## src/rtl/brushless_pkg.sv

```systemverilog
// Shared types and constants for the brushless commutation stage:
// phase select codes, hall state encodings, duty constants and the commutation table.
package brushless_pkg;

  typedef enum logic [1:0] {
    SEL_COAST = 2'b00,
    SEL_REV   = 2'b01,
    SEL_FWD   = 2'b10,
    SEL_BRAKE = 2'b11
  } sel_e;

  typedef struct packed {
    sel_e grn;
    sel_e ylw;
    sel_e blu;
  } phase_sel_t;

  // Hall states are {Grn,Ylw,Blu}; the six valid ones are listed in rotation order.
  localparam logic [2:0] HALL_S0   = 3'b101;
  localparam logic [2:0] HALL_S1   = 3'b100;
  localparam logic [2:0] HALL_S2   = 3'b110;
  localparam logic [2:0] HALL_S3   = 3'b010;
  localparam logic [2:0] HALL_S4   = 3'b011;
  localparam logic [2:0] HALL_S5   = 3'b001;
  localparam logic [2:0] HALL_BAD0 = 3'b000;
  localparam logic [2:0] HALL_BAD7 = 3'b111;

  localparam logic [10:0] DUTY_BASE  = 11'h400;
  localparam logic [10:0] DUTY_BRAKE = 11'h600;

  localparam phase_sel_t SEL_ALL_COAST = '{grn: SEL_COAST, ylw: SEL_COAST, blu: SEL_COAST};
  localparam phase_sel_t SEL_ALL_BRAKE = '{grn: SEL_BRAKE, ylw: SEL_BRAKE, blu: SEL_BRAKE};

  function automatic logic hall_valid(input logic [2:0] s);
    return (s != HALL_BAD0) && (s != HALL_BAD7);
  endfunction

  function automatic phase_sel_t commutate(input logic [2:0] s);
    phase_sel_t p;
    p = SEL_ALL_COAST;
    case (s)
      HALL_S0: p = '{grn: SEL_FWD,   ylw: SEL_REV,   blu: SEL_COAST};
      HALL_S1: p = '{grn: SEL_FWD,   ylw: SEL_COAST, blu: SEL_REV};
      HALL_S2: p = '{grn: SEL_COAST, ylw: SEL_FWD,   blu: SEL_REV};
      HALL_S3: p = '{grn: SEL_REV,   ylw: SEL_FWD,   blu: SEL_COAST};
      HALL_S4: p = '{grn: SEL_REV,   ylw: SEL_COAST, blu: SEL_FWD};
      HALL_S5: p = '{grn: SEL_COAST, ylw: SEL_REV,   blu: SEL_FWD};
      default: p = SEL_ALL_COAST;
    endcase
    return p;
  endfunction

endpackage

```

## src/rtl/brushless_hall_sync.sv

```systemverilog
// Two-flop synchronizers for the three halls and brake_n, plus the rotation_state
// register that only loads on PWM_synch.
module hall_sync
  import brushless_pkg::*;
(
  input  logic       clk,
  input  logic       rst,
  input  logic       hall_grn,
  input  logic       hall_ylw,
  input  logic       hall_blu,
  input  logic       brake_n,
  input  logic       pwm_synch,
  output logic [2:0] sync_state,
  output logic       brake_n_sync,
  output logic [2:0] rotation_state
);

  // Bit 3 is brake_n; it resets high so a reset never looks like a brake request.
  logic [3:0] sync1_q, sync1_d;
  logic [3:0] sync2_q, sync2_d;
  logic [2:0] state_q, state_d;

  always_comb begin
    sync1_d = {brake_n, hall_grn, hall_ylw, hall_blu};
    sync2_d = sync1_q;
    state_d = state_q;
    if (pwm_synch) state_d = sync2_q[2:0];
  end

  always_ff @(posedge clk) begin
    if (rst) begin
      sync1_q <= 4'b1000;
      sync2_q <= 4'b1000;
      state_q <= HALL_BAD0;
    end else begin
      sync1_q <= sync1_d;
      sync2_q <= sync2_d;
      state_q <= state_d;
    end
  end

  // sync_state is the sample about to be taken; rotation_state is the one held from the last PWM_synch.
  assign sync_state     = sync2_q[2:0];
  assign brake_n_sync   = sync2_q[3];
  assign rotation_state = state_q;

endmodule

```

## src/rtl/brushless_ctrl.sv

```systemverilog
// Commutation and duty stage: samples halls at PWM period boundaries, selects phase drive,
// scales drv_mag to duty and handles coast/stall/invalid-hall. Optional brake via BRUSHLESS_BRAKE_EN.
module brushless_ctrl
  import brushless_pkg::*;
#(
  parameter int STALL_PERIODS = 1024
) (
  input  logic        clk,
  input  logic        rst,
  input  logic        hallGrn,
  input  logic        hallYlw,
  input  logic        hallBlu,
  input  logic        brake_n,
  input  logic [11:0] drv_mag,
  input  logic        PWM_synch,
  output logic [1:0]  selGrn,
  output logic [1:0]  selYlw,
  output logic [1:0]  selBlu,
  output logic [10:0] duty,
  output logic        hall_err,
  output logic        hall_edge,
  output logic        stalled
);

  localparam int CW = $clog2(STALL_PERIODS + 1);
  localparam logic [CW-1:0] STALL_MAX = CW'(STALL_PERIODS);

  logic [2:0] sync_state;
  logic [2:0] rotation_state;
  logic       brake_n_sync;
  logic       braking;

  hall_sync u_hall_sync (
    .clk            (clk),
    .rst            (rst),
    .hall_grn       (hallGrn),
    .hall_ylw       (hallYlw),
    .hall_blu       (hallBlu),
    .brake_n        (brake_n),
    .pwm_synch      (PWM_synch),
    .sync_state     (sync_state),
    .brake_n_sync   (brake_n_sync),
    .rotation_state (rotation_state)
  );

`ifdef BRUSHLESS_BRAKE_EN
  assign braking = !brake_n_sync;
`else
  logic unused_brake;
  assign unused_brake = brake_n_sync;
  assign braking      = 1'b0;
`endif

  phase_sel_t    sel_q, sel_d;
  logic [10:0]   duty_q, duty_d;
  logic          hall_err_q, hall_err_d;
  logic          hall_edge_q, hall_edge_d;
  logic          stalled_q, stalled_d;
  logic [CW-1:0] cnt_q, cnt_d;
  logic          changed;
  logic          driving;

  assign changed = (sync_state != rotation_state);
  assign driving = (drv_mag != 12'd0);

  always_comb begin
    sel_d       = sel_q;
    duty_d      = duty_q;
    hall_err_d  = hall_err_q;
    hall_edge_d = 1'b0;
    stalled_d   = stalled_q;
    cnt_d       = cnt_q;
    if (PWM_synch) begin
      if (!braking) begin
        if (changed || !driving)   cnt_d = '0;
        else if (cnt_q != STALL_MAX) cnt_d = cnt_q + 1'b1;
      end
      // A hall change resets the count but only a zero drive releases the lockout.
      if (!driving)                stalled_d = 1'b0;
      else if (cnt_d == STALL_MAX) stalled_d = 1'b1;

      hall_edge_d = changed && hall_valid(sync_state) && hall_valid(rotation_state);

      sel_d      = SEL_ALL_COAST;
      duty_d     = 11'd0;
      hall_err_d = 1'b0;
      if (braking) begin
        sel_d  = SEL_ALL_BRAKE;
        duty_d = DUTY_BRAKE;
      end else if (stalled_d) begin
        sel_d = SEL_ALL_COAST;
      end else if (!hall_valid(sync_state)) begin
        hall_err_d = 1'b1;
      end else if (driving) begin
        sel_d  = commutate(sync_state);
        duty_d = DUTY_BASE + {1'b0, drv_mag[11:2]};
      end
    end
  end

  always_ff @(posedge clk) begin
    if (rst) begin
      sel_q       <= SEL_ALL_COAST;
      duty_q      <= 11'd0;
      hall_err_q  <= 1'b0;
      hall_edge_q <= 1'b0;
      stalled_q   <= 1'b0;
      cnt_q       <= '0;
    end else begin
      sel_q       <= sel_d;
      duty_q      <= duty_d;
      hall_err_q  <= hall_err_d;
      hall_edge_q <= hall_edge_d;
      stalled_q   <= stalled_d;
      cnt_q       <= cnt_d;
    end
  end

  assign selGrn    = sel_q.grn;
  assign selYlw    = sel_q.ylw;
  assign selBlu    = sel_q.blu;
  assign duty      = duty_q;
  assign hall_err  = hall_err_q;
  assign hall_edge = hall_edge_q;
  assign stalled   = stalled_q;

endmodule

```

## config.mk

```make
export PLATFORM = sky130hd
export DESIGN_NAME = brushless_ctrl
export DESIGN_NICKNAME = d
export VERILOG_FILES = /design/src/rtl/brushless_pkg.sv /design/src/rtl/brushless_hall_sync.sv /design/src/rtl/brushless_ctrl.sv
export SDC_FILE = /design/constraint.sdc
export NUM_CORES = 1
export LEC_CHECK = 0
export BUFFER_PORTS_ARGS = -buffer_cell sky130_fd_sc_hd__buf_2
export CORE_ASPECT_RATIO = 0.5
export CORE_UTILIZATION = 56
export DETAILED_ROUTE_END_ITERATION = 8
export GPL_TIMING_DRIVEN = 0
export PLACE_DENSITY = 0.81
export SLEW_MARGIN = 20
export SYNTH_ARGS = -nofsm -noshare
export SYNTH_HDL_FRONTEND = slang
export SYNTH_SLANG_ARGS = --single-unit
export TNS_END_PERCENT = 50
```

## constraint.sdc

```tcl
create_clock -name clk -period 6.36 [get_ports clk]
set_clock_uncertainty 0.15 [all_clocks]
set_input_delay 0 -clock clk [delete_from_list [all_inputs] [get_ports clk]]
set_output_delay 0 -clock clk [all_outputs]
set_load 0.02 [all_outputs]
```

# Word-level counts from Yosys, hierarchy flattened
# Index checks and enable logic that the tools add are counted.
word_totals:
  regBits: 40
  inputBits: 19
op_classes:
  addsub: 2
  eq_ne: 11
  muxes: 15
  bitwise_logic: 1
  n_reduce_logical: 10
op_table:
  columns: ["operator", "count"]
  rows:
  - ["$mux W11", 6]
  - ["$pmux W6 S6", 1]
  - ["$mux W6", 3]
  - ["$reduce_bool A12 Y1", 1]
  - ["$add A11 B1 Y11 const B", 1]
  - ["$add A11 B10 Y11 const A", 1]
  - ["$eq A11 B11 Y1 const B", 1]
  - ["$ne A11 B11 Y1 const B", 1]
  - ["$eq A3 B3 Y1 const B", 3]
  - ["$eq A3 B2 Y1 const B", 2]
  - ["$ne A3 B3 Y1 const B", 2]
  - ["$reduce_bool A3 Y1", 2]
  - ["$mux W1", 5]
  - ["$logic_and A1 B1 Y1", 4]
  - ["$eq A3 B1 Y1 const B", 1]
  - ["$ne A3 B3 Y1", 1]
  - ["$reduce_or A2 Y1", 1]
  - ["$logic_not A1 Y1", 1]
  - ["$logic_or A1 B1 Y1", 1]
  - ["$not A1 Y1", 1]

# Depth between registers and ports, before layout
depth:
  ltp_word: 10
  depth_mapped: 9

# Hierarchy
# A second synthesis with hierarchy kept.
unflattened:
  hier_cells: 211
  area_unflattened_um2: 1955.6
by_module_without_submodules:
  columns: ["module", "instances", "cells_per_inst", "area_per_inst_um2", "seq_area_each_um2"]
  rows:
  - ["brushless_ctrl", 1, 185, 1632.8, 620.6]
  - ["hall_sync", 1, 26, 322.8, 220.2]

# Worst setup path before layout
# No wires, ideal clock.
synth_path:
  path_kind: "register to register"
  from: "register cnt_q[0]"
  to: "register duty_q[4], in the netlist duty[4]"
  setup_ns: 0.117
  arrival_time_ns: 2.053
  t_required_ns: 6.093
  path_slack_ns: 4.040
  stages_incl_launch_ff: 9
  n_path_buf: 1
  period_less_slack_ns: 2.320
  cell_sequence: "dfxtp_1 ha_1 nand3_2 nor3_1 xor2_1 o31ai_2 a31oi_4 buf_6 a32o_1"
synth_via:
  elab_chain_len: 9
  elab_cells_between_ends: 10
  classes_between: "add/sub (1); eq/ne (2); mux (7)"
synth_rtl:
  columns: ["element", "line_no", "source"]
  rows:
  - ["start: declaration", "brushless_ctrl.sv:59", "logic [CW-1:0] cnt_q, cnt_d;"]
  - ["start signal: assignment", "brushless_ctrl.sv:115", "cnt_q <= cnt_d;"]
  - ["$add A11 B1 Y11 or $ne A11 B11 Y1 (tied branches)", "brushless_ctrl.sv:76", "else if (cnt_q != STALL_MAX) cnt_d = cnt_q + 1'b1;"]
  - ["$mux W11 (*)", "brushless_ctrl.sv:76", null]
  - ["$mux W11 (*)", "brushless_ctrl.sv:75", "if (changed || !driving) cnt_d = '0;"]
  - ["$mux W11 (*)", "brushless_ctrl.sv:73", "if (PWM_synch) begin"]
  - ["$eq A11 B11 Y1 (*)", "brushless_ctrl.sv:80", "else if (cnt_d == STALL_MAX) stalled_d = 1'b1;"]
  - ["$mux W1 (*)", "brushless_ctrl.sv:80", null]
  - ["$mux W1 (*)", "brushless_ctrl.sv:79", "if (!driving) stalled_d = 1'b0;"]
  - ["$mux W1 (*)", "brushless_ctrl.sv:73", null]
  - ["$mux W11 (*)", "brushless_ctrl.sv:90", "end else if (stalled_d) begin"]
  - ["end signal: assignment", "brushless_ctrl.sv:111", "duty_q <= duty_d;"]
  - ["end: declaration", "brushless_ctrl.sv:55", "logic [10:0] duty_q, duty_d;"]
# Every way passes the cells marked *; elsewhere a longest branch is shown, timed or not. The select of a mux whose other input is x is not followed.
# A chain may end at the register's enable or synchronous reset.

# Worst setup path in the final report
layout_path:
  from: "register cnt_q[0]"
  to: "register duty_q[10], in the netlist duty[10]"
# Same word-level chain as after synthesis.

==> run metrics <==
status=finished, violations left; failing checks=design-rule violations; reg2reg start=cnt_q[0]; drt first-iter violations=102; Post-Route Setup TNS=0 ns; Static Leak=between 0.0009 and 0.001 uW; CP Capture Type=register; IO Pins=39; Req. time, crit path=roughly 6.4 ns; GPL Wtd Cong=0.8956; CP Max Fanout=10; WP data arrival=2.73 ns; Top FF cell, synth=dfxtp_1; Port Buffers=37; Hold Fails Final Rpt=0; total global routing overflow=0; Synth Instances=199; Final setup viols=0; global-route wire length before repair=7514 um; Max Cap Violations=0; post-synthesis average cell area=between 9 and 10 um2; design area=around 2400 um2; Antenna Nets Post-Route=0; max incr delay on CP=0.51 ns; Synth area leader=dfxtp_1; layout cells sized above 1=0.2326; most frequent cell after synthesis=dfxtp_1; Total Routing Usage GR=0.2714; Ys Warns=0; DP Wirelength=3112 um; Starting Density=0.6096; Slew HR=0.3109; Unique masters post-synth=43; Final Max Tran Viols=0; most frequent cells after synthesis=40 x dfxtp_1, 20 x nor2_1, 16 x a32o_1; critical path type=reg -> reg; Period minus WS final=2.688 ns; Placed Area=between 2000 and 2500 um2; worst-skew pair later-pin latency=0.29 ns; DRT Wirelength=4678 um; synthesized area=1901 um2; Tcrit/Tclk final=0.4226; vias in the first global route=1560; RSZ-0062 raised after global routing=no; Post-CTS Setup Repair Bufs=0; CTS max path bufs=2; core area=3118 um2; row count=14; Slowest-stage cell, CP=dfxtp_1; First-pass DRT Iterations=6; post-synthesis sequential area ratio=0.4213; Pwr Density=226.4 nW/um2; async set-reset flop share out of synthesis=0; initial antenna violation count=0; Max VDD drop=160.5 uV; number of synthesized register bits=40; DRC=4; Avg WL per Cell=15.70 um; ANT cells=0; area grow syn2layout=25.81%; top post-synthesis cells by area=dfxtp_1 42%, a32o_1 8.4%, nor2_1 3.9%, nor2b_1 3.9%, a21oi_1 2.9%; Avg Vias per Cell=about 5.9; worst min path class=in -> reg; min-delay src=PWM_synch; final net count=between 200 and 300; largest net degree at the start of global routing=15; crit path from=cnt_q[0]; worst-margin pin slew=1.024 ns; FMAX=372.1 MHz; crit path cell chain=ha_1, nand3_2, nor3_1, xor2_1, o31ai_2, a31oi_4, buf_6, a22o_2; Die ar.=3645 um2; R2R Setup Slk=3.67 ns; CP startpoint kind=register; via count=1764; CTS Sinks=40; CTS buffer count=5; Post-synth EDFFs=0; CTS tree=built; H-tree levels=2; Worst-path clk slew=0.08 ns; die width=84.39 um; top cell type's share of synthesized area=0.4213; root buf cell=clkbuf_8; die height=43.20 um; syn nets=220
[per-stage QoR]
stage                     setup WS, ns  hold WS (ns)  total power [uW]  cells    util
final                            3.672       0.05166             541.4    298  0.7669
after global routing             3.511       0.08765             563.0    298  0.7669
after CTS                        3.695       0.03876             544.2    298  0.7669
after detailed placement         3.707       0.05985             325.4    276  0.6850
after global placement           3.752       0.05685             323.5    276  0.6850
after floorplan                  4.040      -0.07839             305.7    199       -
[worst max-delay path: cells and delay by family (launching register included)]
family	cells	cell delay (ns)
AO/OA/AOI/OAI	3	0.83
flip-flops	1	0.51
AND/OR/NAND/NOR	2	0.46
adder cells (fa/ha/maj)	1	0.30
buffers and inverters	1	0.19
XOR/XNOR	1	0.14
[final timing paths]
path,endpoint,cells after the start
max,duty[10],8
min,cnt_q[7],4
max reg2reg,duty[10],8
min reg2reg,u_hall_sync.sync2_q[0],1
[report_power, final]
part	total [uW]	switching (uW)	internal, uW	leakage, uW
clock network	213	94.9	118	0.0000548
registers	264	6.44	257	0.000325
logic	64.4	36.0	28.4	0.000612
total	541	137	404	0.000992
[cell type report]
class,instances,area [um2]
Inverter,5,18.77
Clock buffer,5,68.82
Sequential cell,40,800.8
Multi-Input combinational cell,147,1040
Fill cell,226,726.9
Tap cell,40,50.05
Timing Repair Buffer,51,325.3
Buffer,7,41.29
Clock inverter,3,46.29
[sequential cells by signal (all words and copies together) (netlist names)]
signal and cells:
cnt_q 11, duty 11, hall_edge 1, hall_err 1, selBlu 2, selGrn 2
selYlw 2, stalled 1, u_hall_sync.rotation_state 3, u_hall_sync.sync1_q 3, u_hall_sync.sync2_q 3
[metal layers]
layer	vias up	routed length, um	GRT usage
li1	861	-	-
met1	839	2052	0.3349
met2	62	2296	0.4885
met3	2	313	0.06615
met4	0	16	0.06102
met5	-	0	0
[logic make-up after synthesis]
logic type               after synthesis  synth area share
AO/OA/AOI/OAI                         45            0.2067
XOR/XNOR                               7           0.03226
adder cells (fa/ha/maj)                2           0.01316
buffers and inverters                 12           0.03160
flip-flops                            40            0.4213
multiplexers                           3           0.01580
AND/OR/NAND/NOR                       90            0.2791
[timing repair]
| item | 4_1_cts | 5_1_grt |
|---|---|---|
| hold endpoints to repair | 14 | 0 |
| hold buffers | 14 | 0 |
| gates resized for setup | 0 | 0 |
[layout by cell type (no fill, tap or decap), types with 3 or more instances in the layout]
cell type	instances
nand4_1	5
xor2_1	6
o21ai_0	7
clkbuf_1	5
nor4_1	6
dfxtp_1	40
mux2i_1	3
a32o_1	16
and3_1	4
clkbuf_8	5
nor3_1	9
dlygate4sd3_1	14
buf_2	37
a21oi_1	11
nor2b_1	12
nand2b_1	3
nand3_1	10
nor2_1	20
nand2_1	7
inv_1	5
(Power assumes the default switching activity.)
